$ cat src/rtl/matrix_multiply_core3x3_mac.sv
`default_nettype none
// ============================================================================
//  Module   : matrix_multiply_core3x3_mac
//  Purpose  : Sequential 3x3 fixed-point matrix-vector multiply-accumulate.
//             Collects a 3-element signed input vector, multiplies it by a
//             programmable 3x3 coefficient matrix using a single multiplier
//             (one product per cycle), and emits one {valid, data} word per
//             output row.
//  Revision : 1.0 - initial release
// ----------------------------------------------------------------------------
//  Parameters
//    SHIFT            arithmetic right shift applied to each row sum before
//                     saturation (14 -> Q2.14 coefficients)
//  Ports
//    system1000       clock, rising edge
//    system1000_rstn  asynchronous reset, active low
//    coef_we          coefficient write strobe
//    coef_addr [3:0]  coefficient index, row-major 3*row+col; 9..15 ignored
//    coef_data [15:0] signed coefficient value
//    in_valid         input sample valid
//    in_data   [15:0] signed input sample
//    in_ready         engine accepts a sample this cycle (COLLECT state)
//    result    [32:0] {valid, signed data[31:0]}; data holds when valid low
// ============================================================================
module matrix_multiply_core3x3_mac #(
    parameter int SHIFT = 14
) (
    input  logic        system1000,
    input  logic        system1000_rstn,
    input  logic        coef_we,
    input  logic [3:0]  coef_addr,
    input  logic [15:0] coef_data,
    input  logic        in_valid,
    input  logic [15:0] in_data,
    output logic        in_ready,
    output logic [32:0] result
);

    typedef enum logic [0:0] {
        COLLECT = 1'b0,
        MAC     = 1'b1
    } state_t;

    localparam logic signed [33:0] SAT_MAX   = 34'sh0_7FFF_FFFF;
    localparam logic signed [33:0] SAT_MIN   = 34'sh3_8000_0000;
    localparam logic signed [15:0] COEF_ONE  = 16'sd16384;

    state_t             state;
    state_t             state_next;
    logic [1:0]         cnt;
    logic [1:0]         row;
    logic [1:0]         col;
    logic signed [33:0] acc;
    logic signed [15:0] x    [0:2];
    logic signed [15:0] coef [0:8];
    logic [32:0]        result_q;

    logic [3:0]         mac_idx;
    logic signed [15:0] coef_sel;
    logic signed [15:0] x_sel;
    logic signed [31:0] coef_ext;
    logic signed [31:0] x_ext;
    logic signed [31:0] prod;
    logic signed [33:0] acc_next;
    logic signed [33:0] shifted;
    logic [31:0]        sat_data;

    // ------------------------------------------------------------------
    // Datapath: one coefficient * sample product per MAC cycle. The
    // coefficient is read from the register array before any write at
    // the same edge lands, so a coincident write affects later cycles only.
    // ------------------------------------------------------------------
    assign mac_idx  = ({2'b00, row} * 4'd3) + {2'b00, col};
    assign coef_sel = coef[mac_idx];
    assign x_sel    = x[col];
    assign coef_ext = $signed({{16{coef_sel[15]}}, coef_sel});
    assign x_ext    = $signed({{16{x_sel[15]}}, x_sel});
    assign prod     = coef_ext * x_ext;
    assign acc_next = acc + $signed({{2{prod[31]}}, prod});
    // Arithmetic shift: rounds toward minus infinity.
    assign shifted  = acc_next >>> SHIFT;

    always_comb begin
        sat_data = shifted[31:0];
        if (shifted > SAT_MAX) begin
            sat_data = 32'h7FFF_FFFF;
        end else if (shifted < SAT_MIN) begin
            sat_data = 32'h8000_0000;
        end
    end

    // ------------------------------------------------------------------
    // Control FSM
    // ------------------------------------------------------------------
    always_ff @(posedge system1000 or negedge system1000_rstn) begin
        if (!system1000_rstn) begin
            state <= COLLECT;
        end else begin
            state <= state_next;
        end
    end

    always_comb begin
        state_next = state;
        in_ready   = 1'b0;
        case (state)
            COLLECT: begin
                in_ready = 1'b1;
                if (in_valid && (cnt == 2'd2)) begin
                    state_next = MAC;
                end
            end
            MAC: begin
                if ((row == 2'd2) && (col == 2'd2)) begin
                    state_next = COLLECT;
                end
            end
            default: begin
                state_next = COLLECT;
            end
        endcase
    end

    // ------------------------------------------------------------------
    // Counters, sample buffer, accumulator and result register
    // ------------------------------------------------------------------
    always_ff @(posedge system1000 or negedge system1000_rstn) begin
        if (!system1000_rstn) begin
            cnt      <= 2'd0;
            row      <= 2'd0;
            col      <= 2'd0;
            acc      <= '0;
            result_q <= 33'd0;
            for (int i = 0; i < 3; i++) begin
                x[i] <= '0;
            end
        end else begin
            // Valid is a single-cycle pulse; data holds its last value.
            result_q[32] <= 1'b0;
            case (state)
                COLLECT: begin
                    if (in_valid) begin
                        x[cnt] <= in_data;
                        if (cnt == 2'd2) begin
                            cnt <= 2'd0;
                            row <= 2'd0;
                            col <= 2'd0;
                            acc <= '0;
                        end else begin
                            cnt <= cnt + 2'd1;
                        end
                    end
                end
                MAC: begin
                    if (col == 2'd2) begin
                        result_q <= {1'b1, sat_data};
                        acc      <= '0;
                        col      <= 2'd0;
                        row      <= (row == 2'd2) ? 2'd0 : row + 2'd1;
                    end else begin
                        acc <= acc_next;
                        col <= col + 2'd1;
                    end
                end
                default: begin
                    cnt <= 2'd0;
                end
            endcase
        end
    end

    // ------------------------------------------------------------------
    // Coefficient store; resets to the Q2.14 identity matrix.
    // ------------------------------------------------------------------
    always_ff @(posedge system1000 or negedge system1000_rstn) begin
        if (!system1000_rstn) begin
            for (int i = 0; i < 9; i++) begin
                coef[i] <= ((i % 4) == 0) ? COEF_ONE : 16'sd0;
            end
        end else if (coef_we && (coef_addr < 4'd9)) begin
            coef[coef_addr] <= coef_data;
        end
    end

    assign result = result_q;

endmodule
`default_nettype wire

$ cat config.mk
export PLATFORM = sky130hd
export DESIGN_NAME = matrix_multiply_core3x3_mac
export DESIGN_NICKNAME = d
export VERILOG_FILES = /design/src/rtl/matrix_multiply_core3x3_mac.sv
export SDC_FILE = /design/constraint.sdc
export NUM_CORES = 1
export LEC_CHECK = 0
export BUFFER_PORTS_ARGS = -buffer_cell sky130_fd_sc_hd__clkbuf_2
export CAP_MARGIN = 5
export CORE_MARGIN = 5
export CORE_UTILIZATION = 57
export DETAILED_ROUTE_END_ITERATION = 10
export HOLD_SLACK_MARGIN = 0.06
export PLACE_DENSITY = 0.84
export SYNTH_ARGS = -nofsm -noshare
export SYNTH_HDL_FRONTEND = slang
export SYNTH_SLANG_ARGS = --single-unit
$ cat constraint.sdc
create_clock -name system1000 -period 10.5 [get_ports system1000]
set_input_delay 2.625 -clock system1000 [delete_from_list [all_inputs] [get_ports system1000]]
set_output_delay 2.625 -clock system1000 [all_outputs]
set_load 0.02 [all_outputs]
==> flow_summary.json <==
{
  "cp_data_arrival_time_ns": 9.94,
  "synthSimpleGateAreaFrac_pct": 7.87,
  "pre_cts_slack_ns": 1.15,
  "r2r_slack_ns": 0.98,
  "drive_gt1_share_pct": 19.3,
  "via_per_inst": 5.68,
  "report.final.slew_viol_count": 0,
  "yosys.area_share.adder_pct": 34.0,
  "cts_tree": "built",
  "synthFlopType": "dfrtp_1",
  "worstHoldStart": "result[2]$_DFFE_PN0P_",
  "cts.repair.resized": 0,
  "overflow": 0,
  "critical_path.slowest_cell": "fa_1",
  "worstMarginPinSlew_ns": 1.14,
  "diodes": 0,
  "maxCapViolations": 0,
  "async_flop_share_pct": 100,
  "hpwl_mm": 38.3,
  "final_util_pct": 62.3,
  "post-cts-setup-buffers": 0,
  "synth_edf_count": 0,
  "slowest_delay_ns": 0.87,
  "synth_warnings": 0,
  "syn_avg_cell_area_um2": 11.0,
  "path_buf_inv": 7,
  "syn_area_um2": 22000,
  "wl_per_cell_um": 19.5,
  "portBuffers": 73,
  "start_util_pct": 57.3,
  "r2r-end": "result[30]$_DFFE_PN0P_",
  "netlist_instances": 1999,
  "synthToLayoutAreaGrowth_pct": 8.82,
  "grt_pass1_vias": 16300,
  "firstDrtPassIters": 5,
  "synth_top_family_by_area": "adder cells",
  "crit_cells": 28,
  "hold_depth": 2,
  "worstReg2RegStart": "col[1]$_DFFE_PN0P_",
  "clock-sinks": 254,
  "fin_ws_ns": 0.980,
  "nFillCells": 2824,
  "worstSkewPairLatency_ns": 0.58,
  "hold_violations": 0,
  "antenna_found_initial": 1,
  "yosysSeqAreaShare_pct": 28.9,
  "dieHeight_um": 207,
  "synthMuxAreaShare_pct": 14.6,
  "whs_endpoint": "result[2]$_DFFE_PN0P_",
  "path_max_fanout": 30,
  "synth_xor_area_share_pct": 1.47,
  "critPathMostFrequentCell": "fa_1",
  "tns_ns": 0,
  "crit_type": "flip-flop to flip-flop",
  "htreeDepth": 1,
  "gp_congestion": 0.967,
  "row_count": 72,
  "grt_util_all_layers_pct": 25.0,
  "fp.dieArea_um2": 42700,
  "fin_crit_sh_pct": 90.7,
  "cts.reportedPaths.clkPinSlew_ns": 0.06,
  "syn-num-nets": 2453,
  "fin_crit_ns": 9.52,
  "pin_count": 74,
  "clockRootBuffer": "clkbuf_16",
  "layout.nets": 2516,
  "timing.hold.ws_ns": 0.478,
  "grt_max_degree": 149,
  "crit_path_start_kind": "flip-flop",
  "max-slew-margin-rel_pct": 24.1,
  "hold_class": "flip-flop to flip-flop",
  "routed_wirelength_mm": 50.6,
  "critPathTopFamily": "adder cells",
  "fmax_mhz": 105,
  "synth_cell_types": 55,
  "vias": 14800,
  "yosys_register_bits": 254,
  "ctsLongestPathBuffers": 3,
  "crit_required_ns": 10.92,
  "skew_ns": 0.0254,
  "status": "finished clean",
  "drtIter0Drc": 1166,
  "postRouteAntennaNets": 0,
  "setup_violations": 0,
  "reg2reg_depth": 28,
  "synth_compound_area_share_pct": 5.52,
  "drc": 0,
  "cts_hold_buf": 0,
  "grt_pass1_wl_mm": 84.8,
  "numCtsBuffers": 27,
  "rsz0062_at_grt": "no",
  "core_area_um2": 38500,
  "crit_path_end_kind": "flip-flop",
  "die_w_um": 207
}
[worst register-to-register path, delay by kind of cell, from the launching register on]
family | cells | cell delay [ns]
adder cells (fa/ha/maj) | 10 | 5.28
XOR/XNOR | 1 | 0.17
AO/OA/AOI/OAI | 5 | 1.50
AND/OR/NAND/NOR | 5 | 1.12
buffers and inverters | 7 | 0.97
flip-flops | 1 | 0.36
[layout by cell type, fill, tap and decap left out, types with 17 or more instances in the layout]
cell         n
clkbuf_16   27
mux2_2     192
o21a_1      17
a21oi_1     39
ha_1       106
dfrtp_1    251
mux2i_1     33
nand2_1    184
inv_1      355
xnor2_1     27
fa_1       307
buf_4       42
nor2_1     137
o21ai_1     24
mux4_2      32
o21ai_0     56
clkbuf_2    72
[routing by layer]
metal | vias up | GRT usage [%] | wire length [um]
li1 | 6484 | - | -
met1 | 7520 | 32.7 | 19900
met2 | 605 | 41.2 | 24600
met3 | 158 | 5.76 | 4230
met4 | 2 | 8.91 | 1850
met5 | - | 0.691 | 14
[cells in the mapped netlist (all sizes together) (3+ instances only)]
master	count	area (um^2)
o31ai	3	22.5
o211ai	3	22.5
a21boi	3	22.5
dfrtp	251	6280
nor3	3	15.0
and3	4	25.0
inv	355	1330
nand4	11	68.8
nand3b	4	30.0
mux2i	33	330
xnor2	27	236
dfstp	3	78.8
mux4	32	721
ha	107	1340
o21bai	7	52.6
a211oi	6	50.1
o21a	17	128
a22o	9	78.8
or4	4	30.0
nand2b	16	100
buf	25	143
xor2	10	87.6
nor3b	4	30.0
a21o	15	113
nand3	7	35.0
or2	3	18.8
nand2	184	691
fa	307	6150
and2	8	50.1
o21ai	80	400
mux2	192	2160
clkbuf	57	214
nor2	137	514
nor2b	13	81.3
a21oi	39	195
[logic make-up (layout without fill, tap and decap cells)]
family,after synthesis,count (layout)
AOI/OAI and AO/OA,195,195
xor gates and xnor gates,37,37
adders and majority gates,414,414
buffers and inverters,438,521
DFF,254,254
muxes,257,257
and+or+nand+nor,404,404
[layout make-up]
| class | count | area, um^2 | share of cell area, % |
|---|---|---|---|
| flip-flops and latches | 254 | 6360 | 26.5 |
| clock buffers | 36 | 769 | 3.21 |
| clock inverters | 13 | 115 | 0.480 |
| multi-input cells | 1307 | 14000 | 58.5 |
| well taps | 518 | 648 | 2.70 |
| repair buffers | 116 | 711 | 2.97 |
| inverters | 356 | 1340 | 5.58 |
[sequential cells by signal, summed over array words and instances, names as in the netlist]
name	count
acc	34
state	1
coef	144
cnt	2
row	2
col	2
result	21
x	48
[worst max path at each step]
stage | slack [ns] | start | to
floorplan | 1.71 | row[0]$_DFFE_PN0P_ | acc[33]$_DFFE_PN0P_
global placement | 1.43 | col[1]$_DFFE_PN0P_ | result[30]$_DFFE_PN0P_
detailed placement | 1.15 | col[1]$_DFFE_PN0P_ | acc[33]$_DFFE_PN0P_
CTS | 1.08 | col[1]$_DFFE_PN0P_ | result[30]$_DFFE_PN0P_
global route | 0.15 | col[1]$_DFFE_PN0P_ | result[30]$_DFFE_PN0P_
finish | 0.98 | col[1]$_DFFE_PN0P_ | result[30]$_DFFE_PN0P_
[through the flow]
step           instances  area [um^2]
2_1_floorplan       1999        22000
3_3_place_gp        2551        23100
3_5_place_dp        2551        23100
4_1_cts             2600        24000
5_1_grt             2600        24000
6_report            2600        24000
Power is not shown: default switching activity piles up to over one toggle a cycle in this logic, so the estimate is an artifact.
